File: config.mk
export PLATFORM = sky130hd
export DESIGN_NAME = pc_fetch_sequencer_flat
export DESIGN_NICKNAME = d
export VERILOG_FILES = /design/src/rtl/pc_fetch_sequencer_pkg.sv /design/src/rtl/pc_fetch_sequencer_if.sv /design/src/rtl/pc_fetch_sequencer_next_mux.sv /design/src/rtl/pc_fetch_sequencer.sv /design/src/flat_wrapper.sv
export SDC_FILE = /design/constraint.sdc
export NUM_CORES = 1
export LEC_CHECK = 0
export BUFFER_PORTS_ARGS = -buffer_cell sky130_fd_sc_hd__buf_2
export CAP_MARGIN = 20
export CORE_MARGIN = 5
export CORE_UTILIZATION = 25
export CTS_CLUSTER_SIZE = 20
export DETAILED_ROUTE_END_ITERATION = 16
export SYNTH_ARGS = -nofsm -noshare
export SYNTH_HDL_FRONTEND = slang
export SYNTH_SLANG_ARGS = --single-unit
File: constraint.sdc
create_clock -name clock -period 2.21 [get_ports clock]
set_input_delay 0.1105 -clock clock [delete_from_list [all_inputs] [get_ports clock]]
set_output_delay 0.1105 -clock clock [all_outputs]
set_load 0.02 [all_outputs]
File: src/rtl/pc_fetch_sequencer_pkg.sv
`default_nettype none
// +----------------------------------------------------------------------+
// | pc_seq_pkg : shared encodings and vectors for the PC fetch sequencer |
// | Rev 1.0                                                              |
// +----------------------------------------------------------------------+
package pc_seq_pkg;

  typedef enum logic [1:0] {
    ST_BOOT   = 2'd0,
    ST_FETCH  = 2'd1,
    ST_EXEC   = 2'd2,
    ST_HALTED = 2'd3
  } state_t;

  typedef enum logic [1:0] {
    CAUSE_NONE     = 2'b00,
    CAUSE_EXT      = 2'b01,
    CAUSE_MISALIGN = 2'b10
  } cause_t;

  localparam logic [31:0] c_reset_vector = 32'h0000_0000;
  localparam logic [31:0] c_trap_vector  = 32'h0000_0080;

endpackage
`default_nettype wire

File: src/rtl/pc_fetch_sequencer_if.sv
`default_nettype none
// +----------------------------------------------------------------------+
// | pc_fetch_sequencer_if : instruction-memory request/ack bus           |
// | Rev 1.0                                                              |
// +----------------------------------------------------------------------+
interface pc_fetch_sequencer_if;
  logic        imem_req;
  logic [31:0] imem_addr;
  logic        imem_ack;
  logic [31:0] imem_rdata;

  modport master (output imem_req, imem_addr, input imem_ack, imem_rdata);
  modport slave  (input imem_req, imem_addr, output imem_ack, imem_rdata);
endinterface
`default_nettype wire

File: src/rtl/pc_fetch_sequencer_next_mux.sv
`default_nettype none
// +----------------------------------------------------------------------+
// | pc_next_mux : next-PC priority select with target alignment check    |
// | Rev 1.0                                                              |
// +----------------------------------------------------------------------+
module pc_next_mux
  import pc_seq_pkg::*;
#(
  parameter logic [31:0] TRAP_VECTOR = c_trap_vector
) (
  input  logic [31:0] pc,
  input  logic        trap,
  input  logic        jr,
  input  logic [31:0] jr_target,
  input  logic        jump,
  input  logic [31:0] jump_target,
  input  logic        branch_taken,
  input  logic [31:0] branch_target,
  output logic [31:0] next_pc,
  output logic        take_trap,
  output cause_t      cause_code
);

  logic        w_redirect;
  logic [31:0] w_target;

  always_comb begin
    w_redirect = 1'b0;
    w_target   = '0;
    next_pc    = pc + 32'd4;
    take_trap  = 1'b0;
    cause_code = CAUSE_NONE;

    if (jr) begin
      w_redirect = 1'b1;
      w_target   = jr_target;
    end else if (jump) begin
      w_redirect = 1'b1;
      w_target   = jump_target;
    end else if (branch_taken) begin
      w_redirect = 1'b1;
      w_target   = branch_target;
    end

    // An external trap wins even over a misaligned redirect target.
    if (trap) begin
      next_pc    = TRAP_VECTOR;
      take_trap  = 1'b1;
      cause_code = CAUSE_EXT;
    end else if (w_redirect) begin
      if (w_target[1:0] != 2'b00) begin
        next_pc    = TRAP_VECTOR;
        take_trap  = 1'b1;
        cause_code = CAUSE_MISALIGN;
      end else begin
        next_pc = w_target;
      end
    end
  end

endmodule
`default_nettype wire

File: src/rtl/pc_fetch_sequencer.sv
`default_nettype none
// +----------------------------------------------------------------------+
// | pc_fetch_sequencer : owns the PC, fetches from imem, selects next PC |
// | Rev 1.0                                                              |
// +----------------------------------------------------------------------+
module pc_fetch_sequencer
  import pc_seq_pkg::*;
#(
  parameter logic [31:0] RESET_VECTOR = c_reset_vector,
  parameter logic [31:0] TRAP_VECTOR  = c_trap_vector
) (
  input  logic                        clock,
  input  logic                        reset,
  input  logic                        stall,
  input  logic                        halt,
  input  logic                        trap,
  input  logic                        branch_taken,
  input  logic [31:0]                 branch_target,
  input  logic                        jump,
  input  logic [31:0]                 jump_target,
  input  logic                        jr,
  input  logic [31:0]                 jr_target,
  pc_fetch_sequencer_if.master        imem,
  output logic [31:0]                 instr,
  output logic                        instr_valid,
  output logic [31:0]                 pc,
  output logic [31:0]                 pc_plus4,
  output logic [31:0]                 epc,
  output logic [1:0]                  cause
);

  state_t      r_state;
  state_t      w_state_next;
  logic [31:0] r_pc;
  logic [31:0] r_instr;
  logic [31:0] r_epc;
  cause_t      r_cause;
  logic        r_instr_valid;

  logic        w_instr_valid_next;
  logic        w_instr_load;
  logic        w_pc_update;
  logic        w_imem_req;
  logic [31:0] w_next_pc;
  logic        w_take_trap;
  cause_t      w_cause_code;

  pc_next_mux #(
    .TRAP_VECTOR (TRAP_VECTOR)
  ) u_next_mux (
    .pc            (r_pc),
    .trap          (trap),
    .jr            (jr),
    .jr_target     (jr_target),
    .jump          (jump),
    .jump_target   (jump_target),
    .branch_taken  (branch_taken),
    .branch_target (branch_target),
    .next_pc       (w_next_pc),
    .take_trap     (w_take_trap),
    .cause_code    (w_cause_code)
  );

  always_ff @(posedge clock) begin
    if (reset) r_state <= ST_BOOT;
    else       r_state <= w_state_next;
  end

  always_comb begin
    w_state_next       = r_state;
    w_instr_valid_next = r_instr_valid;
    w_instr_load       = 1'b0;
    w_pc_update        = 1'b0;
    w_imem_req         = 1'b0;

    case (r_state)
      ST_BOOT: begin
        w_state_next = ST_FETCH;
      end
      ST_FETCH: begin
        w_imem_req = 1'b1;
        // Halt is honoured only once the outstanding fetch has completed.
        if (imem.imem_ack) begin
          if (halt) begin
            w_state_next       = ST_HALTED;
            w_instr_valid_next = 1'b0;
          end else begin
            w_state_next       = ST_EXEC;
            w_instr_load       = 1'b1;
            w_instr_valid_next = 1'b1;
          end
        end
      end
      ST_EXEC: begin
        if (!stall) begin
          w_instr_valid_next = 1'b0;
          if (halt) begin
            w_state_next = ST_HALTED;
          end else begin
            w_state_next = ST_FETCH;
            w_pc_update  = 1'b1;
          end
        end
      end
      ST_HALTED: begin
        w_instr_valid_next = 1'b0;
      end
      default: begin
        w_state_next = ST_BOOT;
      end
    endcase
  end

  always_ff @(posedge clock) begin
    if (reset) begin
      r_pc          <= RESET_VECTOR;
      r_instr       <= '0;
      r_instr_valid <= 1'b0;
      r_epc         <= '0;
      r_cause       <= CAUSE_NONE;
    end else begin
      r_instr_valid <= w_instr_valid_next;
      if (w_instr_load) r_instr <= imem.imem_rdata;
      if (w_pc_update) begin
        r_pc <= w_next_pc;
        if (w_take_trap) begin
          r_epc   <= r_pc;
          r_cause <= w_cause_code;
        end
      end
    end
  end

  assign imem.imem_req  = w_imem_req;
  assign imem.imem_addr = r_pc;
  assign instr          = r_instr;
  assign instr_valid    = r_instr_valid;
  assign pc             = r_pc;
  assign pc_plus4       = r_pc + 32'd4;
  assign epc            = r_epc;
  assign cause          = r_cause;

endmodule
`default_nettype wire

File: src/flat_wrapper.sv
// flat-port wrapper written by rule: the top's interface ports become plain ports
module pc_fetch_sequencer_flat import pc_seq_pkg::*;
#(
  parameter logic [31:0] RESET_VECTOR = c_reset_vector,
  parameter logic [31:0] TRAP_VECTOR  = c_trap_vector
)
  (clock, reset, stall, halt, trap, branch_taken, branch_target, jump, jump_target, jr, jr_target, instr, instr_valid, pc, pc_plus4, epc, cause, imem_imem_req, imem_imem_addr, imem_imem_ack, imem_imem_rdata);
  pc_fetch_sequencer_if imem_i ();
  input  logic clock;
  input  logic reset;
  input  logic stall;
  input  logic halt;
  input  logic trap;
  input  logic branch_taken;
  input  logic [31:0] branch_target;
  input  logic jump;
  input  logic [31:0] jump_target;
  input  logic jr;
  input  logic [31:0] jr_target;
  output logic [31:0] instr;
  output logic instr_valid;
  output logic [31:0] pc;
  output logic [31:0] pc_plus4;
  output logic [31:0] epc;
  output logic [1:0] cause;
  output wire logic [$bits(imem_i.imem_req)-1:0] imem_imem_req;
  output wire logic [$bits(imem_i.imem_addr)-1:0] imem_imem_addr;
  input wire logic [$bits(imem_i.imem_ack)-1:0] imem_imem_ack;
  input wire logic [$bits(imem_i.imem_rdata)-1:0] imem_imem_rdata;
  assign imem_imem_req = imem_i.imem_req;
  assign imem_imem_addr = imem_i.imem_addr;
  assign imem_i.imem_ack = imem_imem_ack;
  assign imem_i.imem_rdata = imem_imem_rdata;
  pc_fetch_sequencer #(.RESET_VECTOR(RESET_VECTOR), .TRAP_VECTOR(TRAP_VECTOR)) u_core (.clock(clock), .reset(reset), .stall(stall), .halt(halt), .trap(trap), .branch_taken(branch_taken), .branch_target(branch_target), .jump(jump), .jump_target(jump_target), .jr(jr), .jr_target(jr_target), .imem(imem_i), .instr(instr), .instr_valid(instr_valid), .pc(pc), .pc_plus4(pc_plus4), .epc(epc), .cause(cause));
endmodule
# ---- Word level (Yosys, flattened, before mapping)
# Index checks and enable logic that the tools add are counted.
dict set report classes {
  muxes 29
  reduce_logical 7
  n_eq_ne 5
  add_sub_neg 1
}
# cell count
set ops {}
lappend ops {{$mux 32} 6}
lappend ops {{$add 32x3->32 const B} 1}
lappend ops {{$mux 1} 15}
lappend ops {{$mux 2} 6}
lappend ops {{$pmux 2 s3} 1}
lappend ops {{$reduce_and 3->1} 2}
lappend ops {{$reduce_bool 3->1} 2}
lappend ops {{$eq 2x2->1 const B} 2}
lappend ops {{$ne 2x2->1 const B} 2}
lappend ops {{$pmux 1 s3} 1}
lappend ops {{$eq 2x1->1 const B} 1}
lappend ops {{$logic_not 2->1} 1}
lappend ops {{$reduce_and 2->1} 1}
lappend ops {{$reduce_bool 2->1} 1}
dict set report word_totals {
  inputBits 137
  reg_bits 101
  out_inout_bits 164
  wordCells 48
}

# ---- Longest topological paths before layout
dict set report depth {
  ltp_word 8
  depth_mapped 10
  depth_no_buf 7
}

# ---- Cells and area by module
# From an unflattened synthesis, not the netlist that was laid out.
dict set report hier_totals {
  cells_unflattened 840
  area_unflattened_um2 6097.1
}
# module area_each_um2 n_inst cells_per_inst
set by_module_without_submodules {}
lappend by_module_without_submodules {pc_fetch_sequencer 4400.5 1 573}
lappend by_module_without_submodules {pc_next_mux 1696.6 1 267}

# ---- Least setup slack after synthesis
# OpenSTA, ideal clock, no wires.
dict set report synth_timing {
  path_type {flip-flop to output port}
  start {reg u_core.r_pc[2], in the netlist u_core.imem.imem_addr[2]}
  end {out pc_plus4[26]}
  t_arrival_ns 2.400
  t_required_ns 2.099
  path_stages_with_launch 6
  setup_slack_ns -0.301
  n_path_buf 0
  cell_sequence {dfxtp_1 -> ha_1 -> nand4_4 -> or4_4 -> or3_4 -> xnor2_1}
}
dict set report synth_via {
  elab_chain_len 1
}
# element line_no
set synth_lines {}
lappend synth_lines {{start: declaration} pc_fetch_sequencer.sv:34} ;# logic [31:0] r_pc;
lappend synth_lines {{start signal: assignment} pc_fetch_sequencer.sv:125} ;# r_pc <= w_next_pc;
lappend synth_lines {{$add 32x3->32} pc_fetch_sequencer.sv:139} ;# assign pc_plus4 = r_pc + 32'd4;
lappend synth_lines {{end: declaration} flat_wrapper.sv:23} ;# output logic [31:0] pc_plus4;
# Every way passes these cells.

# ---- Final worst setup path
# Same ends and word-level chain as after synthesis.

==> impl.org <==
** Outcome
- Outcome :: complete, but fails checks
- The final reports fail on setup timing.

** Route
- After detailed routing, the average wire length per cell comes to 17.0 um.
- Remaining antenna violation count after routing :: 0
- In the routed design, unresolved DRC markers number 0.
- DRT Pass-1 Iters :: 4
- In the routed layout, each cell is associated on average with a via count of 4.73.
- Total wire length :: 22,100 um
- Detailed routing inserted a total of 6,168 vias.
- The first routing iteration left 347 violations.

** Setup path
- The critical path in this run is classified as flip-flop to primary output.
- STA classifies the critical path endpoint as a primary output.
- Startpoint type of the worst setup path :: flip-flop
- Worst R2R Path Depth :: 9
- Of all nets on the critical path, the largest fanout is 3.
- Data on the critical path is required at its endpoint by 2.10 ns.
- At the worst endpoint, the arrival time is 2.15 ns.

** Yosys
- Count of unique library cells instantiated by Yosys :: 62
- Synth Area in XOR/XNOR :: 0.0413
- By area, the combinational part of the netlist is dominated by simple AND/OR/NAND/NOR gates.
- Share of the synthesized area in compound gates (AO/OA/AOI/OAI) :: 0.199
- Of the post-synthesis cell area, the part taken by muxes is 0.0582.
- Seq/Total Area, Yosys :: 0.367
- The cell area that synthesis handed to floorplanning was 5510 um2.
- Proportion of register bits with asynchronous set or reset after synthesis :: 0
- The most used flip-flop cell after synthesis is sky130_fd_sc_hd__dfxtp_1.
- Synthesis produced 697 cells.
- Of the total synthesized cell area, the portion taken by full adders, half adders and majority gates is 0.0114.
- Dividing the synthesized area by the synthesized cell count gives 7.90 um2.
- Synthesis produced a netlist with a net count of 839.
- Counting flops with a built-in enable in the synthesized netlist gives 0.
- Of the total synthesized cell area, the portion taken by AND, OR, NAND and NOR gates is 0.221.
- Total of warnings raised by yosys :: 0
- Counting flops and latches in the post-synthesis netlist gives 101.

** Timing
- Highest Clock Rate :: 0.443 GHz
- Endpoints failing hold :: 0
- At the pin with the least slew margin, the transition time is 0.877 ns.
- Post-layout worst setup margin :: -0.0496 ns
- Fin Hold WS :: 0.0260 ns
- Between clock sinks in the finished design, the worst skew comes to 0.00925 ns.
- Period Utilization, post-route :: 1.02
- Slew headroom :: 0.416
- Final setup fails :: 2
- Clock period minus worst slack :: 2.26 ns
- The count of final max-slew check failures came to 0.
- Setup repair after global routing could not meet its margin everywhere.

** Clocking
- The clock tree synthesis step divided the H-tree into 3 levels.
- Buffer type at the clock tree root :: sky130_fd_sc_hd__clkbuf_16
- TritonCTS built the clock tree.
- Clock Latency Late Sink :: 0.34 ns
- Post-CTS clock slew at the launch and capture registers of the worst setup and hold paths :: 0.07 ns
- Clock tree sinks :: 101
- TritonCTS created 9 clock buffers.
- Maximum root-to-sink buffer count :: 2

** Layout
- Most frequent standard cell in the layout excluding fill and tap cells :: sky130_fd_sc_hd__buf_2
- Commonest cells after routing, fill and taps aside :: sky130_fd_sc_hd__buf_2 (287), sky130_fd_sc_hd__nand2_1 (119), sky130_fd_sc_hd__dfxtp_1 (89), sky130_fd_sc_hd__buf_4 (68), sky130_fd_sc_hd__nor2_1 (54)
- In the final layout, the share of cells above drive strength 1 is 0.426.
- In the final design database the tool counted 1,163 nets.
- Measured on the finished design, the core utilization comes to 0.384.
- # diodes :: 0
- Area growth from synthesis to layout :: 51.6%
- The finished cells cover 8350 um2.

** Pwr
- Power per Cell Area :: 564 nW/um2
- VDD sags by at most 0.413 mV.
- Final Power :: 0.00471 W
- P_leak :: 4.14 nW

** Hold path
- Along the worst hold path, the cell count comes to 3.
- Worst min-delay path category :: primary input to flip-flop

** Die
- The core region is 21,800 um2.
- The die covers 25,100 um2.
- The initial utilization of the core area, before any placement, comes to 0.253.
- Site Rows :: 54
- Measured along the y axis, the die boundary spans 158 um.
- The floorplan step set the die width to 158 um.
- 301 I/O pins were placed.

** Placed design
- Final weighted congestion in routability-driven placement :: 0.809
- # port buffers :: 300
- Worst slack at placement :: 0.0982 ns
- In this run the cell area measured after placement is 7370 um2.
- The HPWL after detailed placement is 16,600 um.

** Global routing
- For this run, global-route usage on met2 was measured as 0.289.
- The number of global-route vias before repair is 5,843.
- The first global-routing pass estimated 32,500 um of wire.
- In the global route stage, met1 resource usage came out at 0.205.
- Across every metal layer, demand over resource in global routing totals 0.165.
- Global route hottest layer :: met2
- The initial antenna violation count came to 1.
- Global routing met3 resource utilization :: 0.0356
- Global route total overflow :: 0
- Entering global routing, the biggest net connects 78 pins.

** Run
- Max-cap violations in this run came to 0.
## layer usage
metal	vias to the layer above	part of all wire
li1	3061	-
met1	2845	0.42
met2	238	0.49
met3	22	0.070
met4	2	0.019
met5	-	0.00032
## cell families after synthesis
group	Yosys count
DFF	101
buffers and inverters	105
muxes	32
xor gates and xnor gates	26
and+or+nand+nor	256
adders and majority gates	5
AOI/OAI and AO/OA	172
## stage by stage
step	TNS, ns	std cells
2_1_floorplan	0	697
3_3_place_gp	0	1246
3_5_place_dp	0	1246
4_1_cts	-0.0939	1294
5_1_grt	-0.852	1304
6_report	-0.0736	1304
## synthesized netlist by cell type (11+ instances only)
master	number	area (um2)
sky130_fd_sc_hd__clkbuf_1	36	135
sky130_fd_sc_hd__xnor2_1	20	175
sky130_fd_sc_hd__a22oi_1	16	120
sky130_fd_sc_hd__buf_4	37	278
sky130_fd_sc_hd__nor2_1	57	214
sky130_fd_sc_hd__inv_1	18	67.6
sky130_fd_sc_hd__nand3_1	17	85.1
sky130_fd_sc_hd__a31oi_1	15	93.8
sky130_fd_sc_hd__nand2_1	124	465
sky130_fd_sc_hd__o21ai_0	31	155
sky130_fd_sc_hd__dfxtp_1	101	2020
sky130_fd_sc_hd__mux2i_1	32	320
sky130_fd_sc_hd__o22ai_1	28	175
sky130_fd_sc_hd__a21oi_1	36	180
sky130_fd_sc_hd__nand4_1	11	68.8
## worst max-delay path, stage by stage (launching register included)
cell                      delay (ns)
sky130_fd_sc_hd__dfxtp_2        0.35
sky130_fd_sc_hd__ha_4           0.15
sky130_fd_sc_hd__nand4_4        0.12
sky130_fd_sc_hd__or4_4          0.53
sky130_fd_sc_hd__or3_4          0.38
sky130_fd_sc_hd__xnor2_4        0.14
sky130_fd_sc_hd__buf_6          0.13
## flip-flops by register name, indices dropped and copies added (netlist names)
signal	flops
u_core.cause	2
u_core.epc	32
u_core.imem.imem_addr	32
u_core.instr	32
u_core.instr_valid	1
u_core.r_state	2
## timing repair
action,4_1_cts,5_1_grt
hold buffers,30,0
resized for setup,11,50
endpoints found under the setup margin,10,18
pin swaps,8,14
buffers inserted,4,10
gates cloned,0,1
endpoints found under the hold margin,30,0
## final cells by class
class	instances	area, um2
fillers	2271	13400
clock buffers	10	239
multi-input cells	491	3110
clock inverters	4	97.6
well taps	280	350
flip-flops and latches	101	2040
inverters	20	75.1
repair buffers	398	2440
## worst paths after layout
kind	startpoint	to	slack, ns
max	u_core.imem.imem_addr[2]	pc_plus4[26]	-0.05
min	imem_imem_rdata[19]	u_core.instr[19]	0.03
max reg2reg	u_core.r_state[0]	u_core.imem.imem_addr[15]	0.10
min reg2reg	u_core.instr[3]	u_core.instr[3]	0.45
## power breakdown
part	switching, W	leakage (nW)	internal, W
clock	0.000717	0.161	0.00113
sequential	0.0000452	0.822	0.00189
combinational	0.000545	3.15	0.000383
total	0.00131	4.14	0.00341
(Power assumes the default switching activity.)
